File: config.mk
export PLATFORM = sky130hd
export DESIGN_NAME = video_src_mux
export DESIGN_NICKNAME = d
export VERILOG_FILES = /design/src/rtl/video_src_mux.sv
export SDC_FILE = /design/constraint.sdc
export NUM_CORES = 1
export LEC_CHECK = 0
export CAP_MARGIN = 5
export CORE_MARGIN = 2
export CORE_UTILIZATION = 52
export CTS_CLUSTER_DIAMETER = 30
export DETAILED_ROUTE_END_ITERATION = 10
export GPL_ROUTABILITY_DRIVEN = 0
export PLACE_DENSITY = 0.93
export SLEW_MARGIN = 40
export SYNTH_ARGS = -nofsm -noshare
export SYNTH_HDL_FRONTEND = slang
export SYNTH_SLANG_ARGS = --single-unit
File: constraint.sdc
create_clock -name clk -period 5.38 [get_ports clk]
set_clock_uncertainty 0.2 [all_clocks]
set_input_delay 1.345 -clock clk [delete_from_list [all_inputs] [get_ports clk]]
set_output_delay 1.345 -clock clk [all_outputs]
set_load 0.02 [all_outputs]
File: src/rtl/video_src_mux.sv
// ---------------------------------------------------------------------------
// video_src_mux
//
// Selects one of NUM_SRC pixel streams and forwards it with one register
// stage. Source switches are requested with sel_req/sel_stb. A switch is
// held pending until the requested source starts a new frame. The switch
// then happens on that first pixel, so the new source's frame is never cut
// at the top. If that frame start does not arrive within TIMEOUT_CYC cycles,
// the request is abandoned.
//
// Optional feature (compile-time macro VSRC_TPG_EN):
//   Adds a free-running colour-bar test-pattern generator as source index
//   NUM_SRC. Without the macro that index is simply out of range.
//
// Ports:
//   clk        single clock for all logic
//   areset_n   asynchronous active-low reset
//   src_pix    NUM_SRC*PIX_W   source pixels, source i at [i*PIX_W +: PIX_W]
//   src_vld    NUM_SRC         per-source pixel valid
//   src_sof    NUM_SRC         first pixel of frame (qualified by src_vld)
//   src_eol    NUM_SRC         last pixel of line (qualified by src_vld)
//   sel_req    SEL_W           requested source index
//   sel_stb    1               one-cycle strobe qualifying sel_req
//   out_pix    PIX_W           forwarded pixel (holds when out_vld=0)
//   out_vld    1               forwarded valid
//   out_sof    1               forwarded start of frame
//   out_eol    1               forwarded end of line
//   cur_sel    SEL_W           index currently forwarded
//   sw_busy    1               a switch is pending
//   sw_done    1               pulse: switch completed / already selected
//   sw_err     1               pulse: request out of range or timed out
//   frame_cnt  16              number of out_sof emitted (wraps)
// ---------------------------------------------------------------------------
module video_src_mux #(
  parameter int NUM_SRC     = 2,
  parameter int PIX_W       = 24,
  parameter int TIMEOUT_CYC = 2**20,
  parameter int H_ACTIVE    = 640,
  parameter int H_BLANK     = 160,
  parameter int V_ACTIVE    = 480,
  localparam int SEL_W      = ($clog2(NUM_SRC + 1) < 1) ? 1 : $clog2(NUM_SRC + 1)
) (
  input  logic                     clk,
  input  logic                     areset_n,
  input  logic [NUM_SRC*PIX_W-1:0] src_pix,
  input  logic [NUM_SRC-1:0]       src_vld,
  input  logic [NUM_SRC-1:0]       src_sof,
  input  logic [NUM_SRC-1:0]       src_eol,
  input  logic [SEL_W-1:0]         sel_req,
  input  logic                     sel_stb,
  output logic [PIX_W-1:0]         out_pix,
  output logic                     out_vld,
  output logic                     out_sof,
  output logic                     out_eol,
  output logic [SEL_W-1:0]         cur_sel,
  output logic                     sw_busy,
  output logic                     sw_done,
  output logic                     sw_err,
  output logic [15:0]              frame_cnt
);

  // Input slots are padded to a power of two so any SEL_W-bit index is a
  // legal array access; unused slots read as an idle source.
  localparam int NSLOT = 2**SEL_W;
`ifdef VSRC_TPG_EN
  localparam int NUM_IN = NUM_SRC + 1;
`else
  localparam int NUM_IN = NUM_SRC;
`endif
  localparam logic [SEL_W:0] NUM_IN_W = (SEL_W + 1)'(NUM_IN);

  localparam int TO_W = ($clog2(TIMEOUT_CYC) < 1) ? 1 : $clog2(TIMEOUT_CYC);
  localparam logic [TO_W-1:0] TO_LAST = TO_W'(TIMEOUT_CYC - 1);

  // Elaboration-time sanity checks on the configuration.
  if (NUM_SRC < 1 || NUM_SRC > 8) begin : g_bad_num_src
    $error("video_src_mux: NUM_SRC must be in 1..8");
  end
  if (TIMEOUT_CYC < 1) begin : g_bad_timeout
    $error("video_src_mux: TIMEOUT_CYC must be at least 1");
  end
  if (H_ACTIVE < 8 || (H_ACTIVE % 8) != 0 || H_BLANK < 0 || V_ACTIVE < 1) begin : g_bad_timing
    $error("video_src_mux: H_ACTIVE must be a positive multiple of 8, V_ACTIVE >= 1");
  end

  typedef enum logic {
    LOCKED  = 1'b0,
    PENDING = 1'b1
  } state_t;

  state_t               state, state_nx;
  logic [SEL_W-1:0]     target, target_nx, cur_sel_nx, fwd_sel;
  logic [TO_W-1:0]      to_cnt, to_cnt_nx;

  logic [PIX_W-1:0]     in_pix [NSLOT];
  logic [NSLOT-1:0]     in_vld, in_sof, in_eol;

  logic                 req_ok, stb_ok, stb_bad, tgt_sof;
  logic                 ev_same, ev_switch, ev_timeout;
  logic                 done_nx, err_nx, busy_nx;
  logic [PIX_W-1:0]     fwd_pix;
  logic                 fwd_vld, fwd_sof, fwd_eol;

`ifdef VSRC_TPG_EN
  // ------------------------------------------------------------------
  // Colour-bar test-pattern generator. Free-runs from reset: H_ACTIVE
  // pixels then H_BLANK idle cycles per line, V_ACTIVE lines per frame,
  // no vertical blanking. The bar index is tracked with a small
  // sub-counter instead of dividing h by H_ACTIVE/8.
  // ------------------------------------------------------------------
  localparam int H_TOTAL = H_ACTIVE + H_BLANK;
  localparam int BAR_LEN = H_ACTIVE / 8;
  localparam int H_W = ($clog2(H_TOTAL) < 1) ? 1 : $clog2(H_TOTAL);
  localparam int V_W = ($clog2(V_ACTIVE) < 1) ? 1 : $clog2(V_ACTIVE);
  localparam int B_W = ($clog2(BAR_LEN) < 1) ? 1 : $clog2(BAR_LEN);
  localparam logic [H_W-1:0] H_ACT_LAST = H_W'(H_ACTIVE - 1);
  localparam logic [H_W-1:0] H_TOT_LAST = H_W'(H_TOTAL - 1);
  localparam logic [V_W-1:0] V_LAST     = V_W'(V_ACTIVE - 1);
  localparam logic [B_W-1:0] BAR_LAST   = B_W'(BAR_LEN - 1);

  logic [H_W-1:0] h_cnt;
  logic [V_W-1:0] v_cnt;
  logic [2:0]     bar_idx;
  logic [B_W-1:0] bar_pos;
  logic           tpg_act;
  logic [23:0]    tpg_rgb;

  always_ff @(posedge clk or negedge areset_n) begin
    if (!areset_n) begin
      h_cnt   <= '0;
      v_cnt   <= '0;
      bar_idx <= '0;
      bar_pos <= '0;
    end else begin
      if (h_cnt == H_TOT_LAST) begin
        h_cnt   <= '0;
        bar_idx <= '0;
        bar_pos <= '0;
        v_cnt   <= (v_cnt == V_LAST) ? '0 : v_cnt + V_W'(1);
      end else begin
        h_cnt <= h_cnt + H_W'(1);
        if (tpg_act) begin
          if (bar_pos == BAR_LAST) begin
            bar_pos <= '0;
            bar_idx <= bar_idx + 3'd1;
          end else begin
            bar_pos <= bar_pos + B_W'(1);
          end
        end
      end
    end
  end

  always_comb begin
    tpg_act = (h_cnt <= H_ACT_LAST);
    case (bar_idx)
      3'd0:    tpg_rgb = 24'hFFFFFF;
      3'd1:    tpg_rgb = 24'hFFFF00;
      3'd2:    tpg_rgb = 24'h00FFFF;
      3'd3:    tpg_rgb = 24'h00FF00;
      3'd4:    tpg_rgb = 24'hFF00FF;
      3'd5:    tpg_rgb = 24'hFF0000;
      3'd6:    tpg_rgb = 24'h0000FF;
      default: tpg_rgb = 24'h000000;
    endcase
  end
`endif

  // Gather the external sources (and the TPG when present) into slots.
  always_comb begin
    in_vld = '0;
    in_sof = '0;
    in_eol = '0;
    for (int i = 0; i < NSLOT; i++) begin
      in_pix[i] = '0;
    end
    for (int i = 0; i < NUM_SRC; i++) begin
      in_pix[i] = src_pix[i*PIX_W +: PIX_W];
      in_vld[i] = src_vld[i];
      in_sof[i] = src_sof[i];
      in_eol[i] = src_eol[i];
    end
`ifdef VSRC_TPG_EN
    in_pix[NUM_SRC] = PIX_W'(tpg_rgb);
    in_vld[NUM_SRC] = tpg_act;
    in_sof[NUM_SRC] = tpg_act && (h_cnt == '0) && (v_cnt == '0);
    in_eol[NUM_SRC] = (h_cnt == H_ACT_LAST);
`endif
  end

  // State register: FSM state, pending target, selected source, timeout.
  always_ff @(posedge clk or negedge areset_n) begin
    if (!areset_n) begin
      state   <= LOCKED;
      target  <= '0;
      cur_sel <= '0;
      to_cnt  <= '0;
    end else begin
      state   <= state_nx;
      target  <= target_nx;
      cur_sel <= cur_sel_nx;
      to_cnt  <= to_cnt_nx;
    end
  end

  // Next-state logic. An out-of-range strobe only raises sw_err; it does
  // not disturb a pending switch. A valid strobe while pending wins over a
  // simultaneous frame start of the old target.
  always_comb begin
    state_nx   = state;
    target_nx  = target;
    cur_sel_nx = cur_sel;
    to_cnt_nx  = to_cnt;
    ev_same    = 1'b0;
    ev_switch  = 1'b0;
    ev_timeout = 1'b0;

    req_ok  = ({1'b0, sel_req} < NUM_IN_W);
    stb_ok  = sel_stb & req_ok;
    stb_bad = sel_stb & ~req_ok;
    tgt_sof = in_vld[target] & in_sof[target];

    case (state)
      LOCKED: begin
        if (stb_ok) begin
          if (sel_req == cur_sel) begin
            ev_same = 1'b1;
          end else begin
            target_nx = sel_req;
            to_cnt_nx = '0;
            state_nx  = PENDING;
          end
        end
      end
      PENDING: begin
        if (stb_ok) begin
          to_cnt_nx = '0;
          if (sel_req == cur_sel) begin
            ev_same  = 1'b1;
            state_nx = LOCKED;
          end else begin
            target_nx = sel_req;
          end
        end else if (tgt_sof) begin
          ev_switch  = 1'b1;
          cur_sel_nx = target;
          to_cnt_nx  = '0;
          state_nx   = LOCKED;
        end else if (to_cnt == TO_LAST) begin
          ev_timeout = 1'b1;
          to_cnt_nx  = '0;
          state_nx   = LOCKED;
        end else begin
          to_cnt_nx = to_cnt + TO_W'(1);
        end
      end
      default: state_nx = LOCKED;
    endcase
  end

  // Output decode. On the switching cycle the new target's first pixel is
  // forwarded, truncating whatever frame the old source was in.
  always_comb begin
    fwd_sel = ev_switch ? target : cur_sel;
    fwd_pix = in_pix[fwd_sel];
    fwd_vld = in_vld[fwd_sel];
    fwd_sof = in_vld[fwd_sel] & in_sof[fwd_sel];
    fwd_eol = in_vld[fwd_sel] & in_eol[fwd_sel];
    done_nx = ev_same | ev_switch;
    err_nx  = stb_bad | ev_timeout;
    busy_nx = (state_nx == PENDING);
  end

  // Registered outputs. out_pix keeps the last valid pixel during gaps.
  always_ff @(posedge clk or negedge areset_n) begin
    if (!areset_n) begin
      out_pix   <= '0;
      out_vld   <= 1'b0;
      out_sof   <= 1'b0;
      out_eol   <= 1'b0;
      sw_busy   <= 1'b0;
      sw_done   <= 1'b0;
      sw_err    <= 1'b0;
      frame_cnt <= '0;
    end else begin
      out_vld <= fwd_vld;
      out_sof <= fwd_sof;
      out_eol <= fwd_eol;
      if (fwd_vld) begin
        out_pix <= fwd_pix;
      end
      if (fwd_sof) begin
        frame_cnt <= frame_cnt + 16'd1;
      end
      sw_busy <= busy_nx;
      sw_done <= done_nx;
      sw_err  <= err_nx;
    end
  end

endmodule

* After elaboration in Yosys (flattened, before gate mapping)
Index checks and enable logic that the tools add are counted.
Storage, ports and cells: register bits after elaboration 70, input port bits 59, output and inout port bits 48, logic and storage cells 73
Cells by class: $add $sub $neg 2, $lt $le $gt $ge 4, eq/ne operators 4, muxes and demuxes 37, bitwise operators 12, reduce and logical (&&, ||, !) cells 3
Operators with widths (number):
- $mux 20 | 5
- $bmux 24 s2 | 1
- $mux 24 | 2
- $pmux 20 s2 | 1
- $add 20x1->20 const B | 1
- $eq 20x20->1 const B | 1
- $mux 1 | 19
- $add 16x1->16 const B | 1
- $bmux 1 s2 | 5
- $lt 2x3->1 const B | 2
- $mux 2 | 3
- $and 1x1->1 | 5
- $ne 2x2->1 const B | 2
- $not 1->1 | 4
- $reduce_and 2->1 | 2
- $ge 3x3->1 const B | 1
- $not 2->3 | 1
- $reduce_and 3->1 | 1
- $eq 2x2->1 | 1
- $lt 2x2->1 const B | 1
- $or 1x1->1 | 2
- $pmux 1 s2 | 1

* Logic depth before layout (Yosys ltp)
Gate-level depths: netlist (run 1).
depth after elaboration 11, depth in mapped cells 8, mapped depth without buffers 6

* Worst setup path after synthesis (run 1)
No wires, ideal clock.
path type input -> register, start input sel_req[1], end register frame_cnt[6], library setup time 0.130 ns, data arrival time 2.763 ns, data required time 5.050 ns, slack 2.287 ns, stages 5, path buffers 0, cells stage by stage and2b_4 > a2111oi_4 > nor2_2 > or4b_1 > xnor2_1
Between the ends: longest elaborated chain between the ends 8, elaborated cells between the ends (all ways) 10, classes of those cells order compare: 1; mux: 7; bitwise: 2
Ends and longest elaborated chain:
- start, declared | line 49 | input logic [SEL_W-1:0] sel_req,
- $lt 2x2->1 * | line 218 | req_ok = ({1'b0, sel_req} < NUM_IN_W);
- $and 1x1->1 * | line 219 | stb_ok = sel_stb & req_ok;
- $mux 1 * | line 236 | if (stb_ok) begin
- $mux 1 * | line 223 | case (state)
- $mux 2 * | line 264 | fwd_sel = ev_switch ? target : cur_sel;
- $bmux 1 s2 | line 267 | fwd_sof = in_vld[fwd_sel] & in_sof[fwd_sel];
- $mux 1 (not written as such) | line 267
- $and 1x1->1 * | line 267
- end signal, assigned | line 293 | frame_cnt <= frame_cnt + 16'd1;
- end, declared | line 59 | output logic [15:0] frame_cnt
Every way passes the cells marked *; elsewhere a longest branch is shown, timed or not. The select of a mux whose other input is x is not followed. A chain may end at the register's enable or synchronous reset.

* Worst setup path in the final report (run 1)
start input src_vld[1], end register out_pix[14]
Between the ends: longest elaborated chain between the ends 11, elaborated cells between the ends (all ways) 13, classes of those cells mux: 11; bitwise: 2
Ends and longest elaborated chain:
- start, declared | line 46 | input logic [NUM_SRC-1:0] src_vld,
- $bmux 1 s2 | line 221 | tgt_sof = in_vld[target] & in_sof[target];
- $mux 1 (not written as such) | line 221
- $and 1x1->1 | line 221
- $mux 1 | line 244 | end else if (tgt_sof) begin
- $mux 1 | line 236
- $mux 1 | line 223
- $mux 2 | line 264
- $not 2->3 (not written as such) | line 265 | fwd_pix = in_pix[fwd_sel];
- $bmux 24 s2 | line 265
- $mux 24 (not written as such) (2 in a row) | line 265
- end signal, assigned | line 290 | out_pix <= fwd_pix;
- end, declared | line 51 | output logic [PIX_W-1:0] out_pix,
Parallel ways exist; a longest one is shown, timed or not. The select of a mux whose other input is x is not followed.

==> key figures, run 1 <==
Run status
  – Outcome: complete, no violations

Final layout
  – Most common cell after layout, fill and taps aside: clkdlybuf4s50_1
  – Final nets: between 500 and 600
  – # diodes: 0
  – Share of layout cells above drive strength 1: 0.0711
  – Most frequent cells in the layout: clkdlybuf4s50_1, dfrtp_1, o21ai_0
  – Layout Cells excl Fill: 605
  – Fillers: around 520
  – Area Overhead vs Synth: 35.1%

Logic synthesis
  – Mapped Nets: about 460
  – Mux share of post-synthesis cell area: 0.00563
  – Top FF cell, synth: dfrtp_1
  – Cell area after synthesis: 3770 µm²
  – Post-synthesis register bit count: 70
  – Seq/Total Area, Yosys: 0.464
  – Syn. warnings: 0
  – Synth Area in Compound Gates: 0.273
  – Mapped Avg Cell Area: between 9 and 10 µm²
  – Asr flop ratio synth: 1.00
  – Post-synthesis cell type count: 54
  – Post-synth EDFFs: 0
  – Mapped Cells: 401
  – Synth Area in Adders: 0.00663
  – Post-synthesis simple-gate area fraction: 0.175
  – Combinational family with the most area after synthesis: compound AO/OA/AOI/OAI gates
  – XOR/XNOR Fraction of Synth Area: 0.0394

Timing
  – TNS Setup: 0 ns
  – Fmax: 253 MHz
  – Final setup fails: 0
  – Period utilization: 0.733
  – Min Hold Slack: slightly below 0.3 ns
  – Final slew viol count: 0
  – Final hold violation count: 0
  – RSZ-0062 raised after global routing: no
  – Tmin final: 3.94 ns
  – Least-Margin Pin Slew: around 0.79 ns
  – Slew headroom: 0.475

Clock tree
  – Post-cts sizing count: 0
  – CTS root buffer: clkbuf_8
  – Clk_lat worst skew: between 0.3 and 0.4 ns
  – CTS Buffer Depth: 2
  – Clock transition at path regs: ~0.070 ns
  – Clock sinks: 70
  – CTS tree: yes
  – CTS HTree Levels: 3
  – Setup repair bufs after CTS: 0
  – Hold-fix buffers, CTS: 0
  – Number of buffers created by CTS: 9

Worst setup path
  – Critical path arrival: 3.99 ns
  – CP max-delay cell: a211o_1
  – Crit Path Class: input port to register
  – Worst path top cell family by delay: compound AO/OA/AOI/OAI gates
  – Required time of the worst setup path: ~5.4 ns
  – Crit-path max cell delay: between 0.6 and 0.7 ns
  – Crit-path max FO: 29
  – CP startpoint kind: input port
  – Buf/Inv on CP: 2
  – Critical-path cell list: clkdlybuf4s50_1, buf_4, nand3_2, nor4_2, a211o_1, o22ai_1, a211oi_1
  – CP endpoint kind: register

Placement
  – Port bufs: between 100 and 150
  – DP Cell Count: 589
  – Post-DP HPWL: between 7000 and 8000 µm

Drt
  – Via Count: 3695
  – Final ANT Viol Nets: 0
  – Drt pass-1 iters: 5
  – Avg WL per Cell: roughly 18 µm
  – Total length of routed wires: ~11000 µm
  – DR vias/cell: 6.11
  – DR iter-0 viols: between 200 and 250
  – Drt drc: 0

Floorplan
  – FP Rows: 31
  – Core Area: between 7000 and 8000 µm²
  – I/O pin total: 107
  – Die extent in x: approximately 89 µm
  – Initial core utilization: 0.529
  – Die area: 7960 µm²
  – Die Y: a little under 90 µm

Global routing
  – Initial antenna violation count: 0
  – Pin count of the biggest net entering global routing: 46
  – First-pass GRT wire length: roughly 17000 µm
  – Number of global-route vias before repair: between 3000 and 4000
  – Grt total ovfl: 0
  – GRT Overall Usage: 0.279

Pwr
  – Peak supply drop: ~0.33 mV
  – Pwr dens: roughly 450 nW/µm²
  – LEAKAGE: 2.11 nW

Run
  – Max-Cap Viols: 0

Hold path
  – Worst min path class: register to register
-- synthesized netlist by cell type (2+ instances only) --
master / count / area [µm²]
nor3_1: 8 / 40.0
o31ai_1: 2 / 15.0
xor2_1: 10 / 87.6
a21oi_1: 14 / 70.1
nand2_1: 26 / 97.6
nand3_1: 19 / 95.1
a41oi_1: 2 / 17.5
or3_1: 4 / 25.0
o21ai_0: 36 / 180
nor2_1: 33 / 124
nand4_1: 4 / 25.0
nand2b_1: 4 / 25.0
nor4_2: 2 / 25.0
o41ai_1: 2 / 17.5
a31oi_1: 9 / 56.3
o21bai_1: 24 / 180
xnor2_1: 7 / 61.3
o22ai_1: 24 / 150
clkbuf_1: 11 / 41.3
and4_1: 4 / 35.0
a22o_1: 2 / 17.5
nand3b_1: 2 / 15.0
o21a_1: 2 / 15.0
buf_2: 10 / 50.1
a211oi_1: 24 / 180
dfrtp_1: 70 / 1750
inv_1: 9 / 33.8
and2_1: 4 / 25.0
ha_1: 2 / 25.0
and3_1: 7 / 43.8
-- routing by layer --
layer / vias to the layer above / part of all wire / global-route usage
met5: - / 0 / 0
met4: 0 / 0.042 / 0.156
met3: 41 / 0.066 / 0.0526
met2: 170 / 0.50 / 0.459
met1: 1791 / 0.39 / 0.346
li1: 1693 / - / -
-- flip-flops by register name (all words and copies together), names as in the netlist, 2 cells and up --
| signal | cells |
|---|---|
| cur_sel | 2 |
| frame_cnt | 16 |
| out_pix | 24 |
| target | 2 |
| to_cnt | 20 |
-- report_power, final --
part / leakage [nW] / switching [mW] / internal, mW
Clock: 0.106 / 0.202 / 0.237
Sequential: 0.894 / 0.172 / 0.672
Combinational: 1.11 / 0.525 / 0.464
Total: 2.11 / 0.898 / 1.37
-- metrics by stage --
stage / total power, mW / instance area (µm²) / util / setup WS, ns
final: 2.27 / 5100 / 0.715 / 1.44
after global routing: 2.39 / 5100 / 0.715 / 1.25
after CTS: 2.26 / 5100 / 0.714 / 1.45
after detailed placement: 1.82 / 4900 / 0.686 / 1.15
after global placement: 1.77 / 4900 / 0.686 / 1.28
after floorplan: 1.38 / 3770 / - / 2.29
-- cell families (layout without fill, tap and decap cells) --
group	count (synthesis)	count (layout)
buffers and inverters	32	137
AOI/OAI and AO/OA	152	152
xor gates and xnor gates	17	17
and+or+nand+nor	126	126
muxes	2	2
DFF	70	70
adders and majority gates	2	2
-- path summary, 6_finish.rpt --
check | start | depth (start not counted) | slack (ns) | to
max reg2reg | target[0]$_DFFE_PN0P_ | 6 | 2.78 | out_pix[14]$_DFFE_PN0P_
max in group asynchronous | areset_n | 2 | 3.43 | cur_sel[1]$_DFFE_PN0P_
min reg2reg | frame_cnt[15]$_DFFE_PN0P_ | 1 | 0.29 | frame_cnt[15]$_DFFE_PN0P_
min in group asynchronous | areset_n | 1 | 0.78 | out_pix[12]$_DFFE_PN0P_
max | src_vld[1] | 7 | 1.44 | out_pix[14]$_DFFE_PN0P_
min | frame_cnt[15]$_DFFE_PN0P_ | 1 | 0.29 | frame_cnt[15]$_DFFE_PN0P_
-- cell type report --
| class | count | area, µm² | share of cell area |
|---|---|---|---|
| clock inverter | 4 | 45.0 | 0.00883 |
| inverter | 9 | 33.8 | 0.00662 |
| clock buffer | 12 | 155 | 0.0304 |
| timing repair buffer | 112 | 1100 | 0.216 |
| multi-input combinational | 299 | 1890 | 0.370 |
| sequential | 70 | 1750 | 0.343 |
| tap | 99 | 124 | 0.0243 |
Note: power is estimated with default switching activity, not from simulation.
==> inputs of run 2 (changes only) <==
Settings changed: CORE_UTILIZATION 52 to 43, PLACE_DENSITY 0.93 to 0.83.
Clock period 5.38 ns to 3.48 ns, I/O delays scaled along.
==> run 2 against run 1 <==
  * Sequential cell count did not move
  * Highest routed layer unchanged
  * Global-route usage fell by 5.3 points
  * Clock power rose by 73%
  * Largest cell class unchanged
  * Final area rose by 1.8%
==> key figures, run 2 (synthesis results as in run 1) <==
Hold path
  – Hold Crit Depth: 1 (unchanged)
  – WHS Endpoint: frame_cnt[15]$_DFFE_PN0P_
  – Worst min path class: register to register
  – Worst Hold Launch: frame_cnt[15]$_DFFE_PN0P_

Pwr
  – Peak supply drop: 0.343 mV (+4.4%)
  – Sequential share of power: 0.358 (-0.014)
  – Net Sw Power: 1.38 mW (+54%)
  – Cell-internal power: 2.22 mW (+62%)
  – Clock share of power: 0.211 (+0.018)
  – Combinational share of power: 0.431 (-0.004)
  – Switching Fraction: 0.384 (-0.0117)
  – LEAKAGE: 2.15 nW (+1.8%)
  – Pwr dens: 694 nW/µm² (+56%)

Timing
  – Tmin final: 2.89 ns
  – Period utilization: 0.830
  – RSZ-0062 raised after global routing: no
  – TNS Setup: 0 ns (unchanged)
  – Final setup fails: 0 (unchanged)
  – Final slew viol count: 0 (unchanged)
  – Final hold violation count: 0 (unchanged)
  – Least-Margin Pin Slew: 0.644 ns (-0.143 ns)
  – Slew headroom: 0.570 (+0.0951)
  – Fmax: roughly 350 MHz

Final layout
  – Layout Cells excl Fill: 619 (+2.3%)
  – Share of layout cells above drive strength 1: 0.0802 (+0.00909)
  – Flip-flop count of the largest register after layout: 24 (unchanged)
  – # diodes: 0 (unchanged)
  – Final nets: 567 (+0.89%)
  – Regs by FF count: out_pix (24), to_cnt (20), frame_cnt (16)
  – Most frequent cells in the layout: clkdlybuf4s50_1, dfrtp_1, o21ai_0
  – Most common cell after layout, fill and taps aside: clkdlybuf4s50_1
  – Area Overhead vs Synth: 37.6%
  – Layout Utilization: 0.601 (-0.113)
  – Top reg by flops: out_pix
  – Fillers: 722 (+39%)

Clock tree
  – Clk_lat worst skew: 0.34 ns (about the same)
  – Post-cts sizing count: 0 (unchanged)
  – CTS Buffer Depth: 2 (unchanged)
  – Hold-fix buffers, CTS: 0 (unchanged)
  – Clock sinks: 70 (unchanged)
  – Number of buffers created by CTS: 9 (unchanged)
  – Setup repair bufs after CTS: 0 (unchanged)
  – CTS root buffer: clkbuf_8
  – CTS tree: yes
  – Clock transition at path regs: 0.08 ns (about the same)
  – CTS HTree Levels: 3 (unchanged)

Floorplan
  – Die Y: 97.7 µm (+9.5%)
  – Die area: 9540 µm² (+20%)
  – I/O pin total: 107 (unchanged)
  – FP Rows: 34 (+9.7%)
  – Die extent in x: 97.7 µm (+9.5%)
  – Initial core utilization: 0.437 (-0.0918)
  – Core Area: 8640 µm² (+21%)

Global routing
  – First-pass GRT wire length: 17700 µm (+2.4%)
  – GRT Overall Usage: 0.226 (-0.0531)
  – Grt total ovfl: 0 (unchanged)
  – Initial antenna violation count: 0 (unchanged)
  – Number of global-route vias before repair: 3541 (-2.6%)
  – Pin count of the biggest net entering global routing: 71 (+54%)

Drt
  – Avg WL per Cell: 17.3 µm (-2.8%)
  – Total length of routed wires: 10700 µm (-0.58%)
  – DR vias/cell: 5.90 (-3.4%)
  – DR iter-0 viols: 193 (-18%)
  – Drt pass-1 iters: 4 (-1)
  – Via Count: 3653 (-1.1%)
  – Drt drc: 0 (unchanged)
  – Final ANT Viol Nets: 0 (unchanged)

Worst setup path
  – R2R cell count: 6 (unchanged)
  – CP startpoint kind: input port
  – Crit-path max FO: 9 (-69%)
  – Crit Path Class: input port to register
  – R2r startpoint: to_cnt[0]$_DFFE_PN0P_
  – Reg2reg end: to_cnt[13]$_DFFE_PN0P_
  – R2R Setup Slk: 1.08 ns (-1.70 ns)
  – CP endpoint kind: register
  – Critical path arrival: 2.92 ns (-1.07 ns)
  – Required time of the worst setup path: 3.51 ns (-1.92 ns)

Placement
  – Port bufs: 106 (unchanged)
  – Post-DP HPWL: 7120 µm (-2.7%)
  – DP Cell Count: 603 (+2.4%)

Run
  – Max-Cap Viols: 0 (unchanged)

Run status
  – Outcome: complete, no violations
## run 2: worst max-delay path by stage
stage | slack (ns) | to | cells past startpoint | start
2_1_floorplan | 0.86 | frame_cnt[6]$_DFFE_PN0P_ | 5 | sel_req[1]
6_report | 0.59 | frame_cnt[6]$_DFFE_PN0P_ | 7 | src_vld[1]
3_3_place_gp | 0.24 | frame_cnt[6]$_DFFE_PN0P_ | 6 | sel_req[1]
5_1_grt | 0.48 | frame_cnt[6]$_DFFE_PN0P_ | 7 | src_vld[1]
3_5_place_dp | 0.22 | frame_cnt[6]$_DFFE_PN0P_ | 6 | sel_req[1]
4_1_cts | 0.59 | frame_cnt[6]$_DFFE_PN0P_ | 6 | sel_req[1]
## run 2: power by group through the flow
stage | clock network, mW | logic [mW] | registers (mW)
after floorplan | 0 | 0.634 | 1.50
after global placement | 0 | 1.51 | 1.28
after detailed placement | 0 | 1.55 | 1.30
after CTS | 0.767 | 1.56 | 1.28
after global routing | 0.804 | 1.68 | 1.33
final | 0.760 | 1.55 | 1.29
## run 2: per-layer routing
metal,share of wire,up-vias,GRT usage
met2,0.48,137,0.354
met4,0.022,0,0.0962
met3,0.058,22,0.0381
met1,0.44,1782,0.311
met5,0,-,0
li1,-,1712,-
## run 2: cell type report
cell class / instances / area, µm² / share of cell area
well taps: 108 / 135 / 0.0260
repair buffers: 117 / 1150 / 0.222
flip-flops and latches: 70 / 1750 / 0.337
multi-input cells: 299 / 1890 / 0.363
clock buffers: 11 / 151 / 0.0291
inverters: 9 / 33.8 / 0.00650
clock inverters: 5 / 81.3 / 0.0157
## run 2: critical path, cell delays in order
cell,delay (ns)
clkdlybuf4s50_1,0.53
buf_4,0.19
nand3_1,0.08
a21oi_1,0.39
nor2_2,0.17
or4b_1,0.56
xnor2_1,0.14
## run 2: per-stage QoR
| stage | power [mW] | hold WS (ns) | setup WS (ns) | area [µm²] |
|---|---|---|---|---|
| after global placement | 2.79 | 0.259 | 0.243 | 4960 |
| after global routing | 3.81 | 0.293 | 0.483 | 5190 |
| after CTS | 3.61 | 0.272 | 0.588 | 5190 |
| after floorplan | 2.13 | 0.242 | 0.862 | 3770 |
| final | 3.61 | 0.266 | 0.590 | 5190 |
| after detailed placement | 2.84 | 0.258 | 0.217 | 4960 |
==> inputs of run 3 (changes only) <==
Settings changed: CORE_UTILIZATION 43 to 48, PLACE_DENSITY 0.83 to 0.87.
Clock period 3.48 ns to 2.7 ns, I/O delays scaled along.
==> run 3 against run 2 <==
  * Largest cell class unchanged
  * First-iteration DRC count is 34% higher
  * Sequential power is 30% higher
  * Clock power is 8.4% higher
  * Via count is 3.6% higher
  * Largest power group unchanged
  * Highest routed layer unchanged
  * Die area is 10% lower
  * Routed wire length is 1.2% higher
  * Clock-buffer cell count is 3 higher
  * Worst hold slack worse by 0.12 ns
==> key figures, run 3 (synthesis results as in run 1) <==
Floorplan
  – Die area: 8590 µm² (-10%)
  – Die extent in x: 92.7 µm (-5.1%)
  – FP Rows: 32 (-5.9%)
  – Die Y: 92.7 µm (-5.1%)
  – Core Area: 7690 µm² (-11%)
  – I/O pin total: 107 (unchanged)
  – Initial core utilization: 0.491 (+0.0539)

Run status
  – Outcome: complete, no violations

Placement
  – Post-DP HPWL: 7630 µm (+7.2%)
  – Placed Instance Area: 5160 µm² (+4.1%)
  – Port bufs: 106 (unchanged)

Global routing
  – First-pass GRT wire length: 17500 µm (-0.63%)
  – Initial antenna violation count: 0 (unchanged)
  – Met2 GRT Util: 0.413 (+0.0592)
  – GRT Overall Usage: 0.258 (+0.0316)
  – Number of global-route vias before repair: 3723 (+5.1%)
  – Pin count of the biggest net entering global routing: 43 (-39%)
  – Grt total ovfl: 0 (unchanged)
  – GR peak layer: met2
  – GR Util met3: 0.0504 (+0.0123)
  – Met1 usage: 0.334 (+0.0228)

Worst setup path
  – Crit-path max FO: 12 (+3)
  – CP startpoint kind: input port
  – CP endpoint kind: register
  – CP max-delay cell: or4_4
  – Worst path top cell family by delay: buffers and inverters
  – Buf/Inv on CP: 2 (unchanged)
  – Crit-path max cell delay: 0.54 ns (-0.02 ns)
  – Required time of the worst setup path: 2.72 ns (-0.79 ns)
  – Critical path arrival: 2.62 ns (-0.30 ns)
  – Critical-path cell list: clkdlybuf4s50_1, nand3b_4, or4_4, a211o_1, buf_4, o22ai_1, a211oi_1
  – Crit Path Class: input port to register

Final layout
  – # diodes: 0 (unchanged)
  – Final nets: 592 (+4.4%)
  – Most common cell after layout, fill and taps aside: clkdlybuf4s50_1
  – Layout Utilization: 0.698 (+0.0970)
  – Reg area: 1750 µm² (unchanged)
  – Fillers: 591 (-18%)
  – Top reg by flops: out_pix
  – Share of layout cells above drive strength 1: 0.118 (+0.0375)
  – Regs by FF count: out_pix (24), to_cnt (20), frame_cnt (16)
  – Flip-flop count of the largest register after layout: 24 (unchanged)
  – Final instance area: 5370 µm² (+3.4%)
  – Multi-input logic area: 1910 µm² (+1.3%)
  – Area Overhead vs Synth: 42.2%
  – Most frequent cells in the layout: clkdlybuf4s50_1, dfrtp_1, o21ai_0

Drt
  – DR iter-0 viols: 259 (+34%)
  – Drt drc: 0 (unchanged)
  – Final ANT Viol Nets: 0 (unchanged)
  – Drt pass-1 iters: 4 (unchanged)
  – Via Count: 3784 (+3.6%)
  – DR vias/cell: 5.94 (+0.66%)
  – Avg WL per Cell: 17.0 µm (-1.6%)
  – Total length of routed wires: 10800 µm (+1.2%)

Timing
  – Period utilization: 0.963
  – Min Hold Slack: 0.148 ns (-0.118 ns)
  – RSZ-0062 raised after global routing: no
  – Slew headroom: 0.623 (+0.0527)
  – Fmax: approximately 380 MHz
  – Final hold violation count: 0 (unchanged)
  – Final setup fails: 0 (unchanged)
  – Final slew viol count: 0 (unchanged)
  – Least-Margin Pin Slew: 0.561 ns (-0.0834 ns)
  – Tmin final: 2.60 ns

Clock tree
  – Hold-fix buffers, CTS: 0 (unchanged)
  – Number of buffers created by CTS: 9 (unchanged)
  – CTS tree: yes
  – Post-cts sizing count: 0 (unchanged)
  – Clk_lat worst skew: 0.34 ns (about the same)
  – Clock transition at path regs: 0.07 ns (about the same)
  – CTS HTree Levels: 3 (unchanged)
  – Clock sinks: 70 (unchanged)
  – CTS Buffer Depth: 2 (unchanged)
  – CTS root buffer: clkbuf_8
  – Setup repair bufs after CTS: 0 (unchanged)

Run
  – Max-Cap Viols: 0 (unchanged)

Pwr
  – LEAKAGE: 2.25 nW (+4.8%)
  – Pwr dens: 861 nW/µm² (+24%)
  – Peak supply drop: 0.586 mV (+71%)
  – Pwr Total: 4.62 mW (+28%)

Hold path
  – Worst min path class: input port to asynchronous set/reset pin
-- run 3: cell count changes in the layout (fill, tap and decap cells not counted), sizes merged --
cell      previous run  this run
buf                 12        37
clkinv               2         0
bufinv               2         1
clkbuf              11        14
clkinvlp             1         0
-- run 3: worst reg2reg max path, stage by stage (launching register included) --
cell and delay, ns:
dfrtp_1 0.42, ha_1 0.26, and2_1 0.20, and4_1 0.26
a311o_1 0.35, buf_4 0.17, or3_1 0.34, nand3_1 0.08
-- run 3: power by group --
group	internal, mW	switching [mW]	total, mW
clock network	0.449	0.375	0.824
registers	1.34	0.344	1.68
logic	1.06	1.06	2.12
total	2.85	1.77	4.62
-- run 3: worst paths after layout --
check                                                from                         to  slack, ns  depth (start not counted)
worst min register to register  frame_cnt[15]$_DFFE_PN0P_  frame_cnt[15]$_DFFE_PN0P_       0.27                          1
worst max register to register      to_cnt[0]$_DFFE_PN0P_     to_cnt[13]$_DFFE_PN0P_       0.36                          7
max in group asynchronous                        areset_n  frame_cnt[12]$_DFFE_PN0P_       1.71                          2
worst max-delay path                           src_sof[0]    out_pix[20]$_DFFE_PN0P_       0.10                          7
min in group clk                frame_cnt[15]$_DFFE_PN0P_  frame_cnt[15]$_DFFE_PN0P_       0.27                          1
worst min-delay path                             areset_n     out_pix[2]$_DFFE_PN0P_       0.15                          2
-- run 3: final cells by class --
class                      instances  area share
sequential                        70       0.326
inverter                           9     0.00629
clock buffer                      14      0.0284
tap                              102      0.0238
timing repair buffer             142       0.254
multi-input combinational        299       0.356
clock inverter                     1     0.00559
-- run 3: routing by layer --
metal | part of all wire | wire length [µm]
met5 | 0 | 0
met2 | 0.48 | 5210
met4 | 0.030 | 326
met3 | 0.059 | 633
met1 | 0.43 | 4650
-- run 3: stage by stage --
stage,setup TNS (ns),setup WS [ns],cells
global route,0,0.0519,637
detailed placement,-7.42,-0.263,622
finish,0,0.100,637
CTS,0,0.0799,637
floorplan,0,0.277,401
global placement,-5.23,-0.192,622
